$ cat src/rtl/pipe_mux_nx1.sv
// pipe_mux_nx1: N-input, WIDTH-bit select mux with a registered output stage.
// A one-entry skid buffer behind the output register sustains one beat per
// cycle while keeping in_ready a pure register output. Select codes >= N
// produce zero data and raise a sticky sel_err flag.
module pipe_mux_nx1 #(
  parameter int WIDTH = 32,
  parameter int N     = 4,
  parameter int SELW  = 2
) (
  input  logic                 clk,
  input  logic                 rst_n,
  input  logic [N*WIDTH-1:0]   in_bus,
  input  logic [SELW-1:0]      sel,
  input  logic                 in_valid,
  output logic                 in_ready,
  output logic [WIDTH-1:0]     out_data,
  output logic                 out_valid,
  input  logic                 out_ready,
  output logic                 sel_err,
  input  logic                 err_clr
);

  logic [WIDTH-1:0] out_data_q, out_data_d;
  logic             out_valid_q, out_valid_d;
  logic [WIDTH-1:0] skid_data_q, skid_data_d;
  logic             skid_valid_q, skid_valid_d;
  logic             in_ready_q, in_ready_d;
  logic             sel_err_q, sel_err_d;

  logic [WIDTH-1:0] sel_data;
  logic             sel_oob;
  logic             acc;
  logic             drn;

  assign acc = in_valid & in_ready_q;
  assign drn = out_valid_q & out_ready;

  // Combinational select of the addressed input; illegal codes yield zero.
  always_comb begin
    sel_data = '0;
    sel_oob  = (32'(sel) >= N);
    for (int k = 0; k < N; k++) begin
      if (32'(sel) == k) begin
        sel_data = in_bus[k*WIDTH +: WIDTH];
      end
    end
  end

  // Next-state for output register, skid buffer, ready and error flag.
  always_comb begin
    out_data_d   = out_data_q;
    out_valid_d  = out_valid_q;
    skid_data_d  = skid_data_q;
    skid_valid_d = skid_valid_q;
    sel_err_d    = sel_err_q;

    if (!out_valid_q || drn) begin
      // Output slot is free this cycle: the skid beat is older, so it goes
      // first. in_ready is low whenever skid is full, so no accept collides.
      if (skid_valid_q) begin
        out_data_d   = skid_data_q;
        out_valid_d  = 1'b1;
        skid_valid_d = 1'b0;
      end else if (acc) begin
        out_data_d  = sel_data;
        out_valid_d = 1'b1;
      end else begin
        out_valid_d = 1'b0;
      end
    end else if (acc) begin
      // Output stalled: park the new beat in the skid buffer.
      skid_data_d  = sel_data;
      skid_valid_d = 1'b1;
    end

    // Ready is registered so it never depends on out_ready in the same cycle.
    in_ready_d = ~skid_valid_d;

    // Set has priority over clear.
    if (acc && sel_oob) begin
      sel_err_d = 1'b1;
    end else if (err_clr) begin
      sel_err_d = 1'b0;
    end
  end

  // State registers; asynchronous reset discards any in-flight beats.
  always_ff @(posedge clk or negedge rst_n) begin
    if (!rst_n) begin
      out_data_q   <= '0;
      out_valid_q  <= 1'b0;
      skid_data_q  <= '0;
      skid_valid_q <= 1'b0;
      in_ready_q   <= 1'b1;
      sel_err_q    <= 1'b0;
    end else begin
      out_data_q   <= out_data_d;
      out_valid_q  <= out_valid_d;
      skid_data_q  <= skid_data_d;
      skid_valid_q <= skid_valid_d;
      in_ready_q   <= in_ready_d;
      sel_err_q    <= sel_err_d;
    end
  end

  assign in_ready  = in_ready_q;
  assign out_data  = out_data_q;
  assign out_valid = out_valid_q;
  assign sel_err   = sel_err_q;

endmodule

$ cat config.mk
export PLATFORM = sky130hd
export DESIGN_NAME = pipe_mux_nx1
export DESIGN_NICKNAME = d
export VERILOG_FILES = /design/src/rtl/pipe_mux_nx1.sv
export SDC_FILE = /design/constraint.sdc
export NUM_CORES = 1
export LEC_CHECK = 0
export BUFFER_PORTS_ARGS = -buffer_cell sky130_fd_sc_hd__buf_4
export CORE_MARGIN = 2
export CORE_UTILIZATION = 50
export CTS_CLUSTER_SIZE = 8
export DETAILED_ROUTE_END_ITERATION = 6
export PLACE_DENSITY = 0.95
export SLEW_MARGIN = 20
export SYNTH_ARGS = -nofsm -noshare
export SYNTH_HDL_FRONTEND = slang
export SYNTH_SLANG_ARGS = --single-unit
$ cat constraint.sdc
create_clock -name clk -period 3.8 [get_ports clk]
set_input_delay 0.76 -clock clk [delete_from_list [all_inputs] [get_ports clk]]
set_output_delay 0.76 -clock clk [all_outputs]
set_load 0.02 [all_outputs]
==> summary.txt, run 1 <==
Status
  • Status: completed

Critical path
  • Setup crit end kind: flop
  • CP Max Fanout: 35
  • Crit Path Category: reg -> reg
  • Crit path DAT: ~3 ns
  • Setup crit start kind: flop
  • Crit path required time: between 4 and 5 ns

Flow run
  • Max-Cap Viols: 0

Timing
  • RSZ-0062 raised after global routing: false
  • Maximum clock frequency: 0.372 GHz
  • Tmin final: ~2.7 ns
  • Fin. max-slew vios: 0
  • Final Hold Viols: 0
  • Fin crit share: 0.708
  • Worst-Margin Slew: 1.04 ns
  • Clk_skew: about 0.0084 ns
  • Final setup vio count: 0
  • Fin Setup TNS: 0 ns
  • Max-slew headroom: 0.300
  • Final Worst Setup Slack: 1.11 ns

Global route
  • GRT overflow: 0
  • Global-route wire length before repair: 13,900 µm
  • Largest net degree at the start of global routing: 68
  • GRT Util Overall: 0.238
  • Number of global-route vias before repair: 2,994
  • Initial antenna violation count: 0

Place
  • Placer Congestion: 0.743
  • Dpl cell area: 4770 µm²
  • Pre-CTS WS: between 1 and 1.5 ns
  • Number of buffers added on ports: about 170
  • DP HPWL: 6630 µm

Floorplanning
  • Initial Util: 0.514
  • Die Width: 87.6 µm
  • DIE AREA: 7670 µm²
  • Die Y: approximately 90 µm
  • IO Pins: 170
  • Row count: 30
  • Core Region: 6790 µm²

Layout
  • Nets: between 500 and 600
  • Antenna diodes: 0
  • Cell area after layout: 4940 µm²
  • Area growth syn-to-layout: 41.5%
  • Layout cells sized above 1: 0.633

Detailed routing
  • ANT nets after route: 0
  • Routed length per instance: around 19 µm
  • Post-Route WL: a little over 9000 µm
  • Pre-antenna DRT Iters: 4
  • Starting DRT DRC Count: about 80
  • Residual DRC: 0
  • Vias per Instance: between 5 and 6
  • Via count: approximately 2.9k

Yosys
  • Synthesized instance count: 229
  • Flops & latches, synth: 67
  • Synth Flop Type: dfrtp_1
  • Mapped cell area: about 3500 µm²
  • Synth unique cells: 22
  • Sequential fraction of the synthesis area: 0.480
  • Synth async-reset ratio: 1.00
  • Mean Syn Cell Area: between 15 and 20 µm²
  • Syn nets: 364
  • Synth warn: 0
  • Number of synthesized flops with an enable pin: 0

Clock network
  • TritonCTS clock tree: built
  • CTS root buf: clkbuf_8
  • H-tree levels: 3
  • Post-CTS sizing: 0
  • Later-pin clock latency in the skew report: between 0.3 and 0.4 ns
  • Worst-case clock buffer depth: 2
  • Clock transition at path regs: 0.07 ns
  • Cts bufs inserted: 9
  • CTS sink cnt: 67
  • Setup bufs post-CTS: 0
  • Hold buffer count at cts: 0

Power and ir drop
  • Leakage power: 2.40 nW
  • Maximum VDD drop: 0.000268 V
  • Cell Pwr Density: between 500 and 600 nW/µm²

Hold path
  • Worst hold-check path type: reg -> reg
## power by group
group          internal, mW  total, mW  switching, mW
Clock                 0.271      0.515          0.244
Sequential            0.948       1.09          0.138
Combinational         0.496      0.893          0.397
Total                  1.72       2.50          0.780
## metal layers
layer  vias up  track usage  part of all wire
met3         8       0.0462             0.061
met4         0       0.0923            0.0074
met1      1462        0.267              0.37
met5         -            0                 0
li1       1251            -                 -
met2       130        0.444              0.57
## registers in the layout (all words and copies together), names as in the netlist
name / cells
out_data: 32
skid_valid_q: 1
in_ready: 1
skid_data_q: 32
out_valid: 1
## critical path: stages (launching register included)
cell	delay [ns]
dfrtp_1	1.00
a21oi_1	0.17
nor3_2	0.88
buf_4	0.38
a221o_1	0.19
## stage by stage
| stage | util | instances | total power, mW | hold WS [ns] |
|---|---|---|---|---|
| 3_5_place_dp | 0.702 | 472 | 2.00 | 0.487 |
| 4_1_cts | 0.727 | 488 | 2.52 | 0.502 |
| 2_1_floorplan | - | 229 | 1.58 | 0.464 |
| 6_report | 0.727 | 488 | 2.50 | 0.501 |
| 5_1_grt | 0.727 | 488 | 2.62 | 0.518 |
| 3_3_place_gp | 0.698 | 471 | 1.94 | 0.478 |
## placed cells by master, fill, tap and decap left out, types with 2 or more instances in the layout
master and n:
nand2_1 3, mux4_1 2, clkbuf_1 3, a221o_1 32, clkinv_2 2, buf_4 169
and3_1 32, mux4_2 30, mux2_2 32, clkbuf_8 11, dfrtp_1 66
## cells in the mapped netlist (2+ instances only)
cell | count | share of area
nand2_1 | 3 | 0.0032
clkbuf_1 | 9 | 0.0097
mux2_2 | 32 | 0.10
a221o_1 | 32 | 0.092
buf_2 | 4 | 0.0057
mux4_1 | 2 | 0.015
mux4_2 | 30 | 0.19
dfrtp_1 | 66 | 0.47
buf_12 | 3 | 0.017
buf_1 | 5 | 0.0054
and3_1 | 32 | 0.057
## cell type report
| type | count | area, µm² |
|---|---|---|
| Tap cell | 96 | 120 |
| Sequential cell | 67 | 1680 |
| Timing Repair Buffer | 170 | 1300 |
| Clock buffer | 14 | 163 |
| Clock inverter | 2 | 10.0 |
| Multi-Input combinational cell | 138 | 1670 |
| Inverter | 1 | 3.75 |
| Fill cell | 477 | 1850 |
## final timing paths
| path | startpoint | end | slack [ns] | cells past startpoint |
|---|---|---|---|---|
| max in group asynchronous | rst_n | skid_data_q[21] | 2.71 | 1 |
| hold reg to reg | skid_data_q[17] | skid_data_q[17] | 0.50 | 1 |
| setup / recovery | skid_valid_q | out_data[27] | 1.11 | 4 |
| setup reg to reg | skid_valid_q | out_data[27] | 1.11 | 4 |
| min in group asynchronous | rst_n | out_data[14] | 0.53 | 1 |
| hold / removal | skid_data_q[17] | skid_data_q[17] | 0.50 | 1 |
## cell families after synthesis
group                  Yosys count  share of synthesized area
flip-flops                      67                      0.480
multiplexers                    64                      0.312
AND/OR/NAND/NOR                 39                     0.0670
AO/OA/AOI/OAI                   34                     0.0953
buffers and inverters           24                     0.0444
other                            1                    0.00107
Note: power is estimated with default switching activity, not from simulation.
==> run 2: changes to the inputs <==
Settings changed: ABC_AREA set to 1, CORE_UTILIZATION 50 to 48, PLACE_DENSITY 0.95 to 0.91.
Clock period 3.8 ns to 2.71 ns, I/O delays scaled along.
==> run 2 against run 1 <==
Synthesized area increased by 10%. First-iteration DRC count is 130% higher. Power up 50%. Count of clock-buffer cells in the layout is 5 lower. Combinational power grew 47%. Non-clock buffer count rose by 3. Critical path depth is 2 higher. Wire length up 24%. Via count grew 51%. Maximum frequency rose by 46%. Die area increased by 14%. Critical path type unchanged. Largest power group unchanged.
==> summary.txt, run 2 <==
Status
  • Status: completed

Yosys
  • Number of synthesized flops with an enable pin: 0
  • Synth unique cells: 20
  • Mean Syn Cell Area: ~6.7 µm²
  • Commonest cells in the synthesized netlist: nand2_1 (229), dfrtp_1 (66), nand3_1 (65), nor2_1 (65), o21ai_0 (51)
  • Syn nets: 706
  • Mapped cell area: 3850 µm²
  • Synth warn: 0
  • Synth top area share: 0.429
  • Largest cells by area after synthesis: dfrtp_1 (43%), nand2_1 (22%), nand3_1 (8.5%), o21ai_0 (6.6%), nor2_1 (6.3%)
  • Flops & latches, synth: 67
  • Synth async-reset ratio: 1.00
  • Synthesized instance count: approximately 570
  • Post-synth top area cell: dfrtp_1
  • Most frequent cell after synthesis: nand2_1
  • Synth Flop Type: dfrtp_1
  • Sequential fraction of the synthesis area: 0.436

Clock network
  • TritonCTS clock tree: built
  • Hold buffer count at cts: 0
  • Post-CTS sizing: 0
  • CTS root buf: clkbuf_8
  • Setup bufs post-CTS: 0
  • Later-pin clock latency in the skew report: 0.33 ns
  • CTS sink cnt: between 60 and 70
  • Cts bufs inserted: 9
  • H-tree levels: 3
  • Clock transition at path regs: 0.08 ns
  • Worst-case clock buffer depth: 2

Power and ir drop
  • Register share of total power: 0.404
  • Switching Share: 0.357
  • Cell Pwr Density: approximately 700 nW/µm²
  • Int Pwr: 2.41 mW
  • Logic pwr share: 0.350
  • Maximum VDD drop: 0.000368 V
  • Leakage power: around 2.9 nW
  • Clock network fraction of total power: 0.246
  • Sw Pwr: roughly 1.3 mW

Detailed routing
  • Post-Route WL: between 10,000 and 15,000 µm
  • Via count: 4,313
  • Starting DRT DRC Count: 185
  • Residual DRC: 0
  • Routed length per instance: 14.0 µm
  • ANT nets after route: 0
  • Vias per Instance: 5.25
  • Pre-antenna DRT Iters: 5

Critical path
  • R2r setup slk: around 0.87 ns
  • Number of cells on the worst reg-to-reg path: 6
  • R2r endpoint: skid_data_q[21]
  • Setup crit start kind: flop
  • Reg2reg start: out_valid
  • CP Max Fanout: 34
  • CP startpoint: out_valid
  • Crit Path Category: reg -> reg
  • Crit path required time: 2.91 ns
  • Crit path DAT: between 2 and 2.5 ns
  • Setup crit end kind: flop

Layout
  • Most common cell after layout, fill and taps aside: nand2_1
  • Antenna diodes: 0
  • Final Util: 0.687
  • Nets: 850
  • Filler Cells Inserted: 634
  • Area growth syn-to-layout: 38.7%
  • Layout cells sized above 1: 0.275
  • Most frequent cells in the layout: nand2_1 (228), buf_4 (172), dfrtp_1 (66), nor2_1 (65), nand3_1 (64)

Floorplanning
  • DIE AREA: 8750 µm²
  • Core Region: 7770 µm²
  • Row count: 32
  • Die Y: between 90 and 100 µm
  • Initial Util: 0.495
  • Die Width: 93.5 µm
  • IO Pins: 170

Global route
  • GRT overflow: 0
  • Global-route wire length before repair: 18,800 µm
  • Largest net degree at the start of global routing: 68
  • Initial antenna violation count: 0
  • GRT Util Overall: 0.270
  • Number of global-route vias before repair: 4,284

Timing
  • Worst-Margin Slew: 0.837 ns
  • Maximum clock frequency: ~0.54 GHz
  • Fin crit share: 0.679
  • Final Hold Viols: 0
  • Max-slew headroom: 0.442
  • Final setup vio count: 0
  • Tmin final: 1.84 ns
  • Fin. max-slew vios: 0
  • RSZ-0062 raised after global routing: false
  • Clk_skew: 0.0111 ns
  • Fin Setup TNS: 0 ns

Hold path
  • Worst hold-check path type: in -> async

Place
  • Placer Congestion: about 0.80
  • DP HPWL: approximately 8000 µm
  • Number of buffers added on ports: about 170

Flow run
  • Max-Cap Viols: 0
## run 2: layout make-up
class,count,area [µm²],area share
timing repair buffer,173,1310,0.246
clock inverter,7,101,0.0190
clock buffer,9,124,0.0232
tap,102,128,0.0239
multi-input combinational,458,1970,0.370
inverter,6,22.5,0.00422
sequential,67,1680,0.314
## run 2: worst max path at each step
stage | endpoint | slack (ns)
detailed placement | skid_data_q[21] | 0.58
global route | skid_data_q[31] | 0.64
floorplan | out_data[17] | 1.26
global placement | skid_data_q[31] | 0.66
CTS | skid_data_q[21] | 0.85
finish | skid_data_q[21] | 0.87
## run 2: power groups by stage
stage                     clock network, mW  logic [mW]  registers, mW
after floorplan                           0       0.548           1.69
after global placement                    0        1.27           1.51
after detailed placement                  0        1.32           1.53
after CTS                             0.941        1.33           1.51
after global routing                  0.984        1.46           1.55
final                                 0.924        1.31           1.52
## run 2: per-stage QoR
stage | cell area, µm² | worst slack (ns) | total power, mW | instances | hold WS [ns]
6_report | 5340 | 0.871 | 3.76 | 822 | 0.313
5_1_grt | 5340 | 0.636 | 4.00 | 822 | 0.382
4_1_cts | 5340 | 0.855 | 3.78 | 822 | 0.335
3_5_place_dp | 5110 | 0.581 | 2.85 | 806 | 0.467
3_3_place_gp | 5110 | 0.664 | 2.78 | 806 | 0.465
2_1_floorplan | 3850 | 1.26 | 2.24 | 571 | 0.246
## run 2: cell families after synthesis
kind of cell | synth area share
DFF | 0.436
buffers and inverters | 0.0533
AOI/OAI and AO/OA | 0.0832
and+or+nand+nor | 0.427
other | 0.000974
## run 2: layer usage
metal	vias to the layer above	track usage	routed length (µm)
li1	2093	-	-
met2	198	0.478	5680
met3	27	0.0508	907
met4	0	0.110	316
met1	1995	0.322	4580
met5	-	0	0
## run 2: critical path, cell delays in order, from the launching register on
cell	delay, ns
dfrtp_1	0.35
inv_1	0.04
nor2_1	0.19
nand3_2	0.49
buf_4	0.44
nand2_1	0.09
o21ai_0	0.09
